`src/rtl/fp_wb_pkg.sv`:
```
// fp_wb_pkg: shared types for the FP result return path.
// The optional bypass in fp_result_collector is controlled by the macro FP_RESULT_BYPASS_EN.
package fp_wb_pkg;

  localparam int FLAGS_W = 5;

  // IEEE exception flags, MSB first: invalid, div-by-zero, overflow, underflow, inexact
  typedef struct packed {
    logic nv;
    logic dz;
    logic of;
    logic uf;
    logic nx;
  } fflags_t;

  // Destination tag attached at issue and carried through the FPU untouched
  typedef struct packed {
    logic       int_dst;
    logic [4:0] rd;
  } fp_tag_t;

  // One buffered FPU completion
  typedef struct packed {
    fp_tag_t     tag;
    logic [31:0] result;
    fflags_t     status;
  } fp_result_entry_t;

  // Sticky flag update: a clear wipes the old value, a retiring result ORs its status in.
  function automatic logic [FLAGS_W-1:0] fflags_next(
    input logic [FLAGS_W-1:0] cur,
    input logic               clr,
    input logic               retire,
    input logic [FLAGS_W-1:0] status
  );
    logic [FLAGS_W-1:0] base;
    base = clr ? '0 : cur;
    return retire ? (base | status) : base;
  endfunction

endpackage

```
`src/rtl/fp_result_fifo.sv`:
```
// fp_result_fifo: generic DEPTH-entry synchronous FIFO of fp_result_entry_t.
// Pointers carry one extra wrap bit; full/empty come from comparing it.
// Head is a direct read of registered storage so the consumer sees it with no extra latency.
module fp_result_fifo
  import fp_wb_pkg::*;
#(
  parameter int DEPTH = 4
) (
  input  logic                   clk_i,
  input  logic                   rst_i,
  input  logic                   push_i,
  input  fp_result_entry_t       entry_i,
  input  logic                   pop_i,
  input  logic                   flush_i,
  output fp_result_entry_t       head_o,
  output logic                   full_o,
  output logic                   empty_o,
  output logic [$clog2(DEPTH):0] count_o
);

  localparam int AW = $clog2(DEPTH);

  logic [AW:0]      wr_ptr_q, wr_ptr_d;
  logic [AW:0]      rd_ptr_q, rd_ptr_d;
  fp_result_entry_t mem_q [DEPTH];
  logic             do_push;
  logic             do_pop;

  assign empty_o = (wr_ptr_q == rd_ptr_q);
  assign full_o  = (wr_ptr_q[AW] != rd_ptr_q[AW]) &&
                   (wr_ptr_q[AW-1:0] == rd_ptr_q[AW-1:0]);
  assign count_o = wr_ptr_q - rd_ptr_q;
  assign head_o  = mem_q[rd_ptr_q[AW-1:0]];

  // A push coinciding with a flush is dropped; pops on an empty queue are ignored
  assign do_push = push_i && !full_o && !flush_i;
  assign do_pop  = pop_i && !empty_o;

  // Next-state pointer arithmetic; flush returns both pointers to zero
  always_comb begin
    wr_ptr_d = wr_ptr_q;
    rd_ptr_d = rd_ptr_q;
    if (flush_i) begin
      wr_ptr_d = '0;
      rd_ptr_d = '0;
    end else begin
      if (do_push) wr_ptr_d = wr_ptr_q + (AW+1)'(1);
      if (do_pop)  rd_ptr_d = rd_ptr_q + (AW+1)'(1);
    end
  end

  // Pointer registers, cleared asynchronously
  always_ff @(posedge clk_i or posedge rst_i) begin
    if (rst_i) begin
      wr_ptr_q <= '0;
      rd_ptr_q <= '0;
    end else begin
      wr_ptr_q <= wr_ptr_d;
      rd_ptr_q <= rd_ptr_d;
    end
  end

  // Entry storage; contents are only observed through valid pointers so it needs no reset
  always_ff @(posedge clk_i) begin
    if (do_push) mem_q[wr_ptr_q[AW-1:0]] <= entry_i;
  end

endmodule

```
`src/rtl/fp_result_collector.sv`:
```
// fp_result_collector: buffers FPU completions in order and retires them to the FP
// register file or the stallable integer writeback port, accumulating sticky fflags.
// Optional macro FP_RESULT_BYPASS_EN: an FP-destination result arriving at an empty
// queue is written in its accept cycle instead of being stored.
module fp_result_collector
  import fp_wb_pkg::*;
#(
  parameter int DEPTH = 4
) (
  input  logic                   clk_i,
  input  logic                   rst_i,
  input  logic                   fpu_out_valid_i,
  output logic                   fpu_out_ready_o,
  input  logic [31:0]            fpu_result_i,
  input  logic [4:0]             fpu_status_i,
  input  logic [5:0]             fpu_tag_i,
  input  logic                   flush_i,
  output logic                   fp_we_o,
  output logic [4:0]             fp_waddr_o,
  output logic [31:0]            fp_wdata_o,
  output logic                   int_we_o,
  output logic [4:0]             int_waddr_o,
  output logic [31:0]            int_wdata_o,
  input  logic                   int_ready_i,
  output logic [4:0]             fflags_o,
  input  logic                   fflags_clr_i,
  output logic                   busy_o,
  output logic [$clog2(DEPTH):0] count_o
);

  fp_result_entry_t     in_entry;
  fp_result_entry_t     head;
  logic                 full;
  logic                 empty;
  logic                 head_fp;
  logic                 head_int;
  logic                 pop;
  logic                 push_req;
  logic                 ret_vld;
  logic [FLAGS_W-1:0]   ret_status;
  logic [FLAGS_W-1:0]   fflags_q, fflags_d;

  assign in_entry = {fpu_tag_i, fpu_result_i, fpu_status_i};

  // Ready depends only on registered occupancy, never on the retire side
  assign fpu_out_ready_o = !full;
  assign busy_o          = !empty;

  // Head decode: the destination bit of the oldest entry selects the retire port
  assign head_fp  = !empty && !head.tag.int_dst;
  assign head_int = !empty &&  head.tag.int_dst;

  // FP heads retire unconditionally; integer heads wait for the writeback handshake
  assign pop = head_fp || (head_int && int_ready_i);

  assign int_we_o    = head_int;
  assign int_waddr_o = head_int ? head.tag.rd : '0;
  assign int_wdata_o = head_int ? head.result : '0;

`ifdef FP_RESULT_BYPASS_EN
  logic byp;

  // Empty queue plus FP destination: write straight through, skip storage
  assign byp        = empty && fpu_out_valid_i && !fpu_tag_i[5] && !flush_i;
  assign push_req   = fpu_out_valid_i && !byp;
  assign fp_we_o    = head_fp || byp;
  assign fp_waddr_o = byp ? fpu_tag_i[4:0] : (head_fp ? head.tag.rd : '0);
  assign fp_wdata_o = byp ? fpu_result_i   : (head_fp ? head.result : '0);
  assign ret_vld    = pop || byp;
  assign ret_status = byp ? fpu_status_i : head.status;
`else
  assign push_req   = fpu_out_valid_i;
  assign fp_we_o    = head_fp;
  assign fp_waddr_o = head_fp ? head.tag.rd : '0;
  assign fp_wdata_o = head_fp ? head.result : '0;
  assign ret_vld    = pop;
  assign ret_status = head.status;
`endif

  fp_result_fifo #(
    .DEPTH (DEPTH)
  ) u_fifo (
    .clk_i   (clk_i),
    .rst_i   (rst_i),
    .push_i  (push_req),
    .entry_i (in_entry),
    .pop_i   (pop),
    .flush_i (flush_i),
    .head_o  (head),
    .full_o  (full),
    .empty_o (empty),
    .count_o (count_o)
  );

  // Sticky flag next state; a clear in a retire cycle keeps only the retiring status
  always_comb begin
    fflags_d = fflags_next(fflags_q, fflags_clr_i, ret_vld, ret_status);
  end

  // Sticky flag register; flush leaves it alone
  always_ff @(posedge clk_i or posedge rst_i) begin
    if (rst_i) fflags_q <= '0;
    else       fflags_q <= fflags_d;
  end

  assign fflags_o = fflags_q;

endmodule
```
`config.mk`:
```
export PLATFORM = sky130hd
export DESIGN_NAME = fp_result_collector
export DESIGN_NICKNAME = d
export VERILOG_FILES = /design/src/rtl/fp_wb_pkg.sv /design/src/rtl/fp_result_fifo.sv /design/src/rtl/fp_result_collector.sv
export SDC_FILE = /design/constraint.sdc
export NUM_CORES = 1
export LEC_CHECK = 0
export ABC_CLOCK_PERIOD_IN_PS = 7500
export CAP_MARGIN = 20
export CORE_ASPECT_RATIO = 0.7
export CORE_MARGIN = 4
export CORE_UTILIZATION = 45
export DETAILED_ROUTE_END_ITERATION = 8
export GPL_TIMING_DRIVEN = 0
export PLACE_DENSITY = 0.79
export SETUP_SLACK_MARGIN = 0.4
export SLEW_MARGIN = 20
export SYNTH_ARGS = -nofsm -noshare
export SYNTH_HDL_FRONTEND = slang
export SYNTH_HIERARCHICAL = 1
export SYNTH_SLANG_ARGS = --single-unit
```
`constraint.sdc`:
```
create_clock -name clk_i -period 7.5 [get_ports clk_i]
set_input_delay 0.75 -clock clk_i [delete_from_list [all_inputs] [get_ports clk_i]]
set_output_delay 0.75 -clock clk_i [all_outputs]
set_load 0.03 [all_outputs]
```
* After elaboration in Yosys (flattened, before gate mapping)
Memories as Yosys holds them, arrays and structs flattened.
Index checks and enable logic that the tools add are counted.
** Word-level totals
- Memories kept :: 1
- Bits in writable memories :: 172
- Latch bits :: 0
- Bits in registers :: 11
- Memory bits (read-only) :: 0
** Cells by class
- Multiplexer cells :: 12
- Shift-type cells :: 0
- Bitwise gates (word level) :: 1
- $lt $le $gt $ge :: 0
- Add/subtract/negate cells :: 3
- Equality and inequality tests :: 3
- Div/mod/pow operators :: 0
- $mul :: 0
- Reductions and logical operators :: 14
** Memory list
- u_fifo.mem_q :: words 4, width 43, read ports 1, clocked after memory_dff 0, write ports 1, RTL line fp_result_fifo.sv:25 : fp_result_entry_t mem_q [DEPTH];
** Operators by type and width (number)
- 32-bit two-way mux :: 2
- 5-bit two-way mux :: 4
- 3-bit two-way mux :: 4
- 1-bit logical AND :: 7
- 3-bit by 1-bit adder with 3-bit output, second input constant :: 2
- 5-bit OR :: 1
- 1-bit logical NOT :: 4
- 2-bit nonzero test :: 2
- 3-bit equality test :: 1
- 3-bit subtractor :: 1
- 2-bit equality test :: 1
- 1-bit two-way mux :: 2
- 1-bit logical OR :: 1
- 1-bit inequality test :: 1

* Depth between registers and ports, before layout
- Depth in word-level cells :: 8
- Depth in mapped cells :: 10

* By module
The synthesis kept the hierarchy.
** By module, submodules not included
- fp_result_fifo :: area an instance 6774.0 sq um, cells an instance 290, times used 1, seq. area each 5315.1 sq um
- fp_result_collector :: area an instance 788.3 sq um, cells an instance 110, times used 1, seq. area each 125.1 sq um

* Worst setup path before layout
No wires, ideal clock.
- Path kind :: reg-to-reg
- Start :: register u_fifo.rd_ptr_q[1]
- End :: memory u_fifo/mem_q[1][0] (netlist name), enable pin
- Required time :: 6949 ps
- Path buffers :: 1
- Setup time :: 551 ps
- Clock period less this slack :: 5963 ps
- Stages on the path, launching flop included :: 7
- Slack :: 1537 ps
- Arrival :: 5411 ps
- Path through :: dfrtp_1 > buf_2 > inv_1 > ha_1 > nand2_1 > nor2_1 > nor4bb_1
** Between the ends
- Cells in the longest elaborated chain, start to end :: 7
** RTL lines
- from (decl) :: RTL line fp_result_fifo.sv:24 : logic [AW:0] rd_ptr_q, rd_ptr_d;
- from (signal assigned) :: RTL line fp_result_fifo.sv:59 : rd_ptr_q <= rd_ptr_d;
- 2-bit equality test :: RTL line fp_result_fifo.sv:31 : (wr_ptr_q[AW-1:0] == rd_ptr_q[AW-1:0]);
- 1-bit logical AND :: RTL line fp_result_fifo.sv:30 : assign full_o = (wr_ptr_q[AW] != rd_ptr_q[AW]) &&
- net full :: RTL line fp_result_collector.sv:33 : logic full;
- 1-bit logical NOT :: RTL line fp_result_fifo.sv:36 : assign do_push = push_i && !full_o && !flush_i;
- 1-bit logical AND (2 in series) :: RTL line fp_result_fifo.sv:36
- 1-bit two-way mux :: RTL line fp_result_fifo.sv:65 : if (do_push) mem_q[wr_ptr_q[AW-1:0]] <= entry_i;
- 1-bit two-way mux (not written as such) :: RTL line fp_result_fifo.sv:65
- to (decl) :: RTL line fp_result_fifo.sv:25
The timed path passes the listed nets, and every way through them passes these cells.

* Worst setup path after layout
- Start :: register u_fifo.rd_ptr_q[1]
- End :: output int_wdata_o[14]
** Between the ends
- Cells in the longest elaborated chain, start to end :: 4
- Elaborated cells on any way between the ends :: 5
- Classes of those cells :: 1 x eq/ne; 1 x mux; 2 x reduce/logical; 1 x memory
** RTL lines
- 3-bit equality test :: RTL line fp_result_fifo.sv:29 : assign empty_o = (wr_ptr_q == rd_ptr_q);
- net empty :: RTL line fp_result_collector.sv:34 : logic empty;
- 1-bit logical NOT :: RTL line fp_result_collector.sv:51 : assign head_int = !empty && head.tag.int_dst;
- 1-bit logical AND :: RTL line fp_result_collector.sv:51
- 32-bit two-way mux :: RTL line fp_result_collector.sv:58 : assign int_wdata_o = head_int ? head.result : '0;
- to (decl) :: RTL line fp_result_collector.sv:23 : output logic [31:0] int_wdata_o,
The timed path passes the listed nets, and every way through them passes these cells.

==> tab_implementation.tex <==
\begin{tabular}{lr}
\hline
Metric & Value \\
\hline
\multicolumn{2}{l}{\textbf{Critical path}} \\
\quad Delay-heaviest family, CP & buffers and inverters \\
\quad Max FO, Critical Path & 10 \\
\quad Cell with the largest stage delay on the worst path & sky130\_fd\_sc\_hd\_\_clkdlybuf4s50\_1 \\
\quad Type of element capturing the critical path & output port \\
\quad CP Buf/Inv Count & 6 \\
\quad Endpoint required time on the critical path & between 6000 and 7000 ps \\
\quad Cell chain of the critical path & buf\_2, inv\_1, ha\_1, and3\_1, buf\_4, nor2b\_2, buf\_6, buf\_6, and2\_1, clkdlybuf4s50\_1 \\
\quad Critical path start-end classification & reg2out \\
\quad Critical path arrival & 3270 ps \\
\quad Delay contributed by the slowest stage of the critical path & 680 ps \\
\quad Most used cell along the critical path & sky130\_fd\_sc\_hd\_\_buf\_6 \\
\quad CP Launch Type & register \\
\multicolumn{2}{l}{\textbf{Clock tree}} \\
\quad Hold-fix buffers at CTS & 0 \\
\quad Deepest clock path buffer count & 2 \\
\quad TritonCTS Sinks & about 180 \\
\quad Post-CTS Resized & 0 \\
\quad CTS tree & done \\
\quad Root Buffer Master & sky130\_fd\_sc\_hd\_\_clkbuf\_16 \\
\quad Number of buffers created by CTS & 17 \\
\quad Clock latency on the worst-skew pair & between 400 and 500 ps \\
\quad Clock edge transition at the registers on the reported setup and hold paths & $\sim$70 ps \\
\quad Number of buffers inserted by post-CTS setup repair & 0 \\
\quad H-tree levels & 4 \\
\multicolumn{2}{l}{\textbf{STA}} \\
\quad Number of max-slew violations in the final report & 0 \\
\quad Fin Hold WS & around 520 ps \\
\quad Slew HR & 40.5\% \\
\quad Tcrit/Tclk final & a little over half \\
\quad Unrepaired setup endpoints after global routing & no \\
\quad Sum of negative setup slack & 0 ps \\
\quad Setup clock skew after layout & 10.9 ps \\
\quad Shortest clock period the worst path allows after layout & 4020 ps \\
\quad Timing-limited maximum frequency & 249 MHz \\
\quad Final setup fails & 0 \\
\quad Slew of the pin with the lowest slew margin & $\sim$890 ps \\
\quad Total count of hold-check failures in the final report & 0 \\
\multicolumn{2}{l}{\textbf{Die}} \\
\quad Placeable core region & about 16000 µm² \\
\quad Number of top-level pins & between 100 and 150 \\
\quad Effective utilization at floorplan & between 40\% and 50\% \\
\quad Cell row count & 39 \\
\quad Die Height & approximately 120 µm \\
\quad Width of the chip & approximately 160 µm \\
\quad Die Area & approximately 19000 µm² \\
\multicolumn{2}{l}{\textbf{Routing}} \\
\quad Starting DRC count in detailed routing & between 300 and 400 \\
\quad WL per Instance & 20.0 µm \\
\quad Post-DR vias/cell & between 5 and 6 \\
\quad Count of vias placed by the detailed router & roughly 4200 \\
\quad Drt pass-1 iters & 4 \\
\quad Number of nets still failing antenna checks after routing & 0 \\
\quad Post-detailed-route DRC marker count & 0 \\
\quad Wirelength, routed & approximately 16 mm \\
\multicolumn{2}{l}{\textbf{Synthesis}} \\
\quad Number of instances in the synthesized netlist & 400 \\
\quad Most used flip-flop cell after synthesis & sky130\_fd\_sc\_hd\_\_edfxtp\_1 \\
\quad Largest family of logic cells by synthesized area & multiplexers \\
\quad Arithmetic-cell share of the synthesized area counting full adders, half adders and majority gates & under 10\% \\
\quad Count of flip-flops with a built-in enable after synthesis & between 150 and 200 \\
\quad Post-synth net total & roughly 460 \\
\quad FFs w/ async S/R, synth & 6.01\% \\
\quad Post-Synthesis Cell Area & 7560 µm² \\
\quad Synthesis warning total & 6 \\
\quad Multiplexer share of the synthesized area & around an eighth \\
\quad Number of register bits inferred by synthesis & 183 \\
\quad Post-synthesis share of cell area spent on and, or, nand and nor gates & under 10\% \\
\quad Portion of the post-synthesis area used by sequential elements & a little under three quarters \\
\quad Synthesized area divided by synthesized cell count & between 15 and 20 µm² \\
\quad Compound-cell area share of the yosys netlist & 1.47\% \\
\quad Netlist cell types & 38 \\
\quad Share of the synthesized netlist area taken by xor and xnor gates & less than 1\% \\
\multicolumn{2}{l}{\textbf{Min path}} \\
\quad Worst hold-check path type & reg2reg \\
\multicolumn{2}{l}{\textbf{Power and ir drop}} \\
\quad Combinational group share of total power & $\sim$49\% \\
\quad Sequential share of power & 29.4\% \\
\quad VDD IR max & approximately 0.27 mV \\
\quad Design internal power & 2.69 mW \\
\quad Post-route total power & $\sim$4.3 mW \\
\quad Share of power burned in the clock network & between 20\% and 30\% \\
\quad Ratio of total power to cell area & 430 nW/µm² \\
\quad Net switching share of the total power & 37.2\% \\
\quad Psw & $\sim$1.6 mW \\
\quad P\_leak & roughly 3.3 nW \\
\multicolumn{2}{l}{\textbf{Final layout}} \\
\quad Post-layout instance area & 9960 µm² \\
\quad Fraction of layout instances using a drive strength above 1 & 19.4\% \\
\quad Growth of design area from synthesis to finish & 31.7\% \\
\quad Most common cell after layout, fill and taps aside & sky130\_fd\_sc\_hd\_\_edfxtp\_1 \\
\quad Ant diodes & 0 \\
\quad Number of nets at the end of the flow & roughly 620 \\
\quad Final std cells w/o fill & 802 \\
\quad Most frequent cells in the layout & sky130\_fd\_sc\_hd\_\_edfxtp\_1 (172), sky130\_fd\_sc\_hd\_\_clkdlybuf4s50\_1 (132), sky130\_fd\_sc\_hd\_\_and2\_1 (74), sky130\_fd\_sc\_hd\_\_mux4\_2 (43), sky130\_fd\_sc\_hd\_\_inv\_1 (19) \\
\multicolumn{2}{l}{\textbf{Place}} \\
\quad Final Wtd Congestion & 0.797 \\
\quad Placed cell area & between 9000 and 10000 µm² \\
\quad Post-detail-place hpwl & about 11 mm \\
\quad Total of buffers placed on input and output ports & roughly 130 \\
\quad Number of cells after detailed placement & 770 \\
\multicolumn{2}{l}{\textbf{Flow run}} \\
\quad Max-cap violations & 0 \\
\multicolumn{2}{l}{\textbf{Global routing}} \\
\quad Number of antenna violations at the first check in global routing & 1 \\
\quad Pin count of the biggest net entering global routing & 44 \\
\quad First-pass GRT wire length & 25.0 mm \\
\quad Global-route usage over all layers & between 15 and 20\% \\
\quad Via count of the first global-routing pass & between 4000 and 5000 \\
\quad GR Overflow Total & 0 \\
\multicolumn{2}{l}{\textbf{Outcome}} \\
\quad Outcome & completed \\
\hline
\end{tabular}
[per-layer routing]
| metal | share of wire (%) | global-route usage, % | up-vias |
|---|---|---|---|
| met1 | 42 | 23.4 | 2141 |
| met3 | 8.1 | 5.75 | 18 |
| met4 | 0.95 | 4.69 | 2 |
| li1 | - | - | 1887 |
| met5 | 0.081 | 0 | - |
| met2 | 48 | 28.5 | 182 |
[state kept, by name (all words and copies together), names as in the netlist]
register / cells
u_fifo/wr_ptr_q: 3
u_fifo/mem_q: 172
fflags_o: 5
u_fifo/rd_ptr_q: 3
[final timing paths]
path,from,endpoint,slack [ps],cells past startpoint
hold / removal,fflags_o[0]$_DFF_PP0_,fflags_o[0]$_DFF_PP0_,520,2
min in group asynchronous,rst_i,fflags_o[4]$_DFF_PP0_,580,2
max in group asynchronous,rst_i,u_fifo/rd_ptr_q[2]$_DFFE_PP0P_,6680,2
setup reg to reg,u_fifo/rd_ptr_q[1]$_DFFE_PP0P_,u_fifo/mem_q[1][12]$_DFFE_PP_,4210,8
hold reg to reg,fflags_o[0]$_DFF_PP0_,fflags_o[0]$_DFF_PP0_,520,2
setup / recovery,u_fifo/rd_ptr_q[1]$_DFFE_PP0P_,int_wdata_o[14],3480,10
[cells by family after synthesis]
group,Yosys count
AO/OA/AOI/OAI,15
XOR/XNOR,2
buffers and inverters,42
flip-flops,183
adder cells (fa/ha/maj),8
AND/OR/NAND/NOR,106
multiplexers,44
[metrics by stage]
step	setup WS, ps	util [%]
6_report	3480	60.8
4_1_cts	3450	60.8
3_5_place_dp	3910	56.9
2_1_floorplan	1540	-
5_1_grt	3270	60.8
3_3_place_gp	-1650	55.9
[worst register-to-register path, stage by stage (launching register included)]
cell and delay (ps):
sky130_fd_sc_hd__dfrtp_1 350, sky130_fd_sc_hd__buf_2 230, sky130_fd_sc_hd__inv_1 120, sky130_fd_sc_hd__ha_1 390
sky130_fd_sc_hd__nand2_1 290, sky130_fd_sc_hd__nor2_1 230, sky130_fd_sc_hd__nor4bb_4 850, sky130_fd_sc_hd__buf_4 360
sky130_fd_sc_hd__buf_6 190
[cell usage after synthesis, types with 3 or more instances]
library cell               number  area [µm²]
sky130_fd_sc_hd__edfxtp_1     172        5160
sky130_fd_sc_hd__and2_1        74         463
sky130_fd_sc_hd__mux4_2        43         968
sky130_fd_sc_hd__inv_1         19        71.3
sky130_fd_sc_hd__dfrtp_1       11         275
sky130_fd_sc_hd__buf_4          7        52.6
sky130_fd_sc_hd__clkbuf_1       7        26.3
sky130_fd_sc_hd__ha_1           7        87.6
sky130_fd_sc_hd__buf_2          5        25.0
sky130_fd_sc_hd__o32ai_1        5        43.8
sky130_fd_sc_hd__buf_6          4        45.0
sky130_fd_sc_hd__nand2_1        4        15.0
sky130_fd_sc_hd__nand4b_1       4        35.0
sky130_fd_sc_hd__nor2_1         4        15.0
sky130_fd_sc_hd__a21oi_1        3        15.0
sky130_fd_sc_hd__a31oi_1        3        18.8
[area by class of cell]
type,instances,area (µm²)
plain buffers,23,149
clock buffers,19,443
clock inverters,13,195
fillers,1221,6430
inverters,19,71.3
multi-input cells,175,1940
flip-flops and latches,183,5440
well taps,225,282
repair buffers,145,1440
[power groups by stage]
stage               Combinational, mW  Sequential, mW  Clock [mW]
floorplan                        1.26            1.31           0
global placement                 2.03            1.29           0
detailed placement               2.09            1.28           0
CTS                              2.11            1.26       0.963
global route                     2.22            1.27        1.01
finish                           2.08            1.26       0.947
Note: power is estimated with default switching activity, not from simulation.
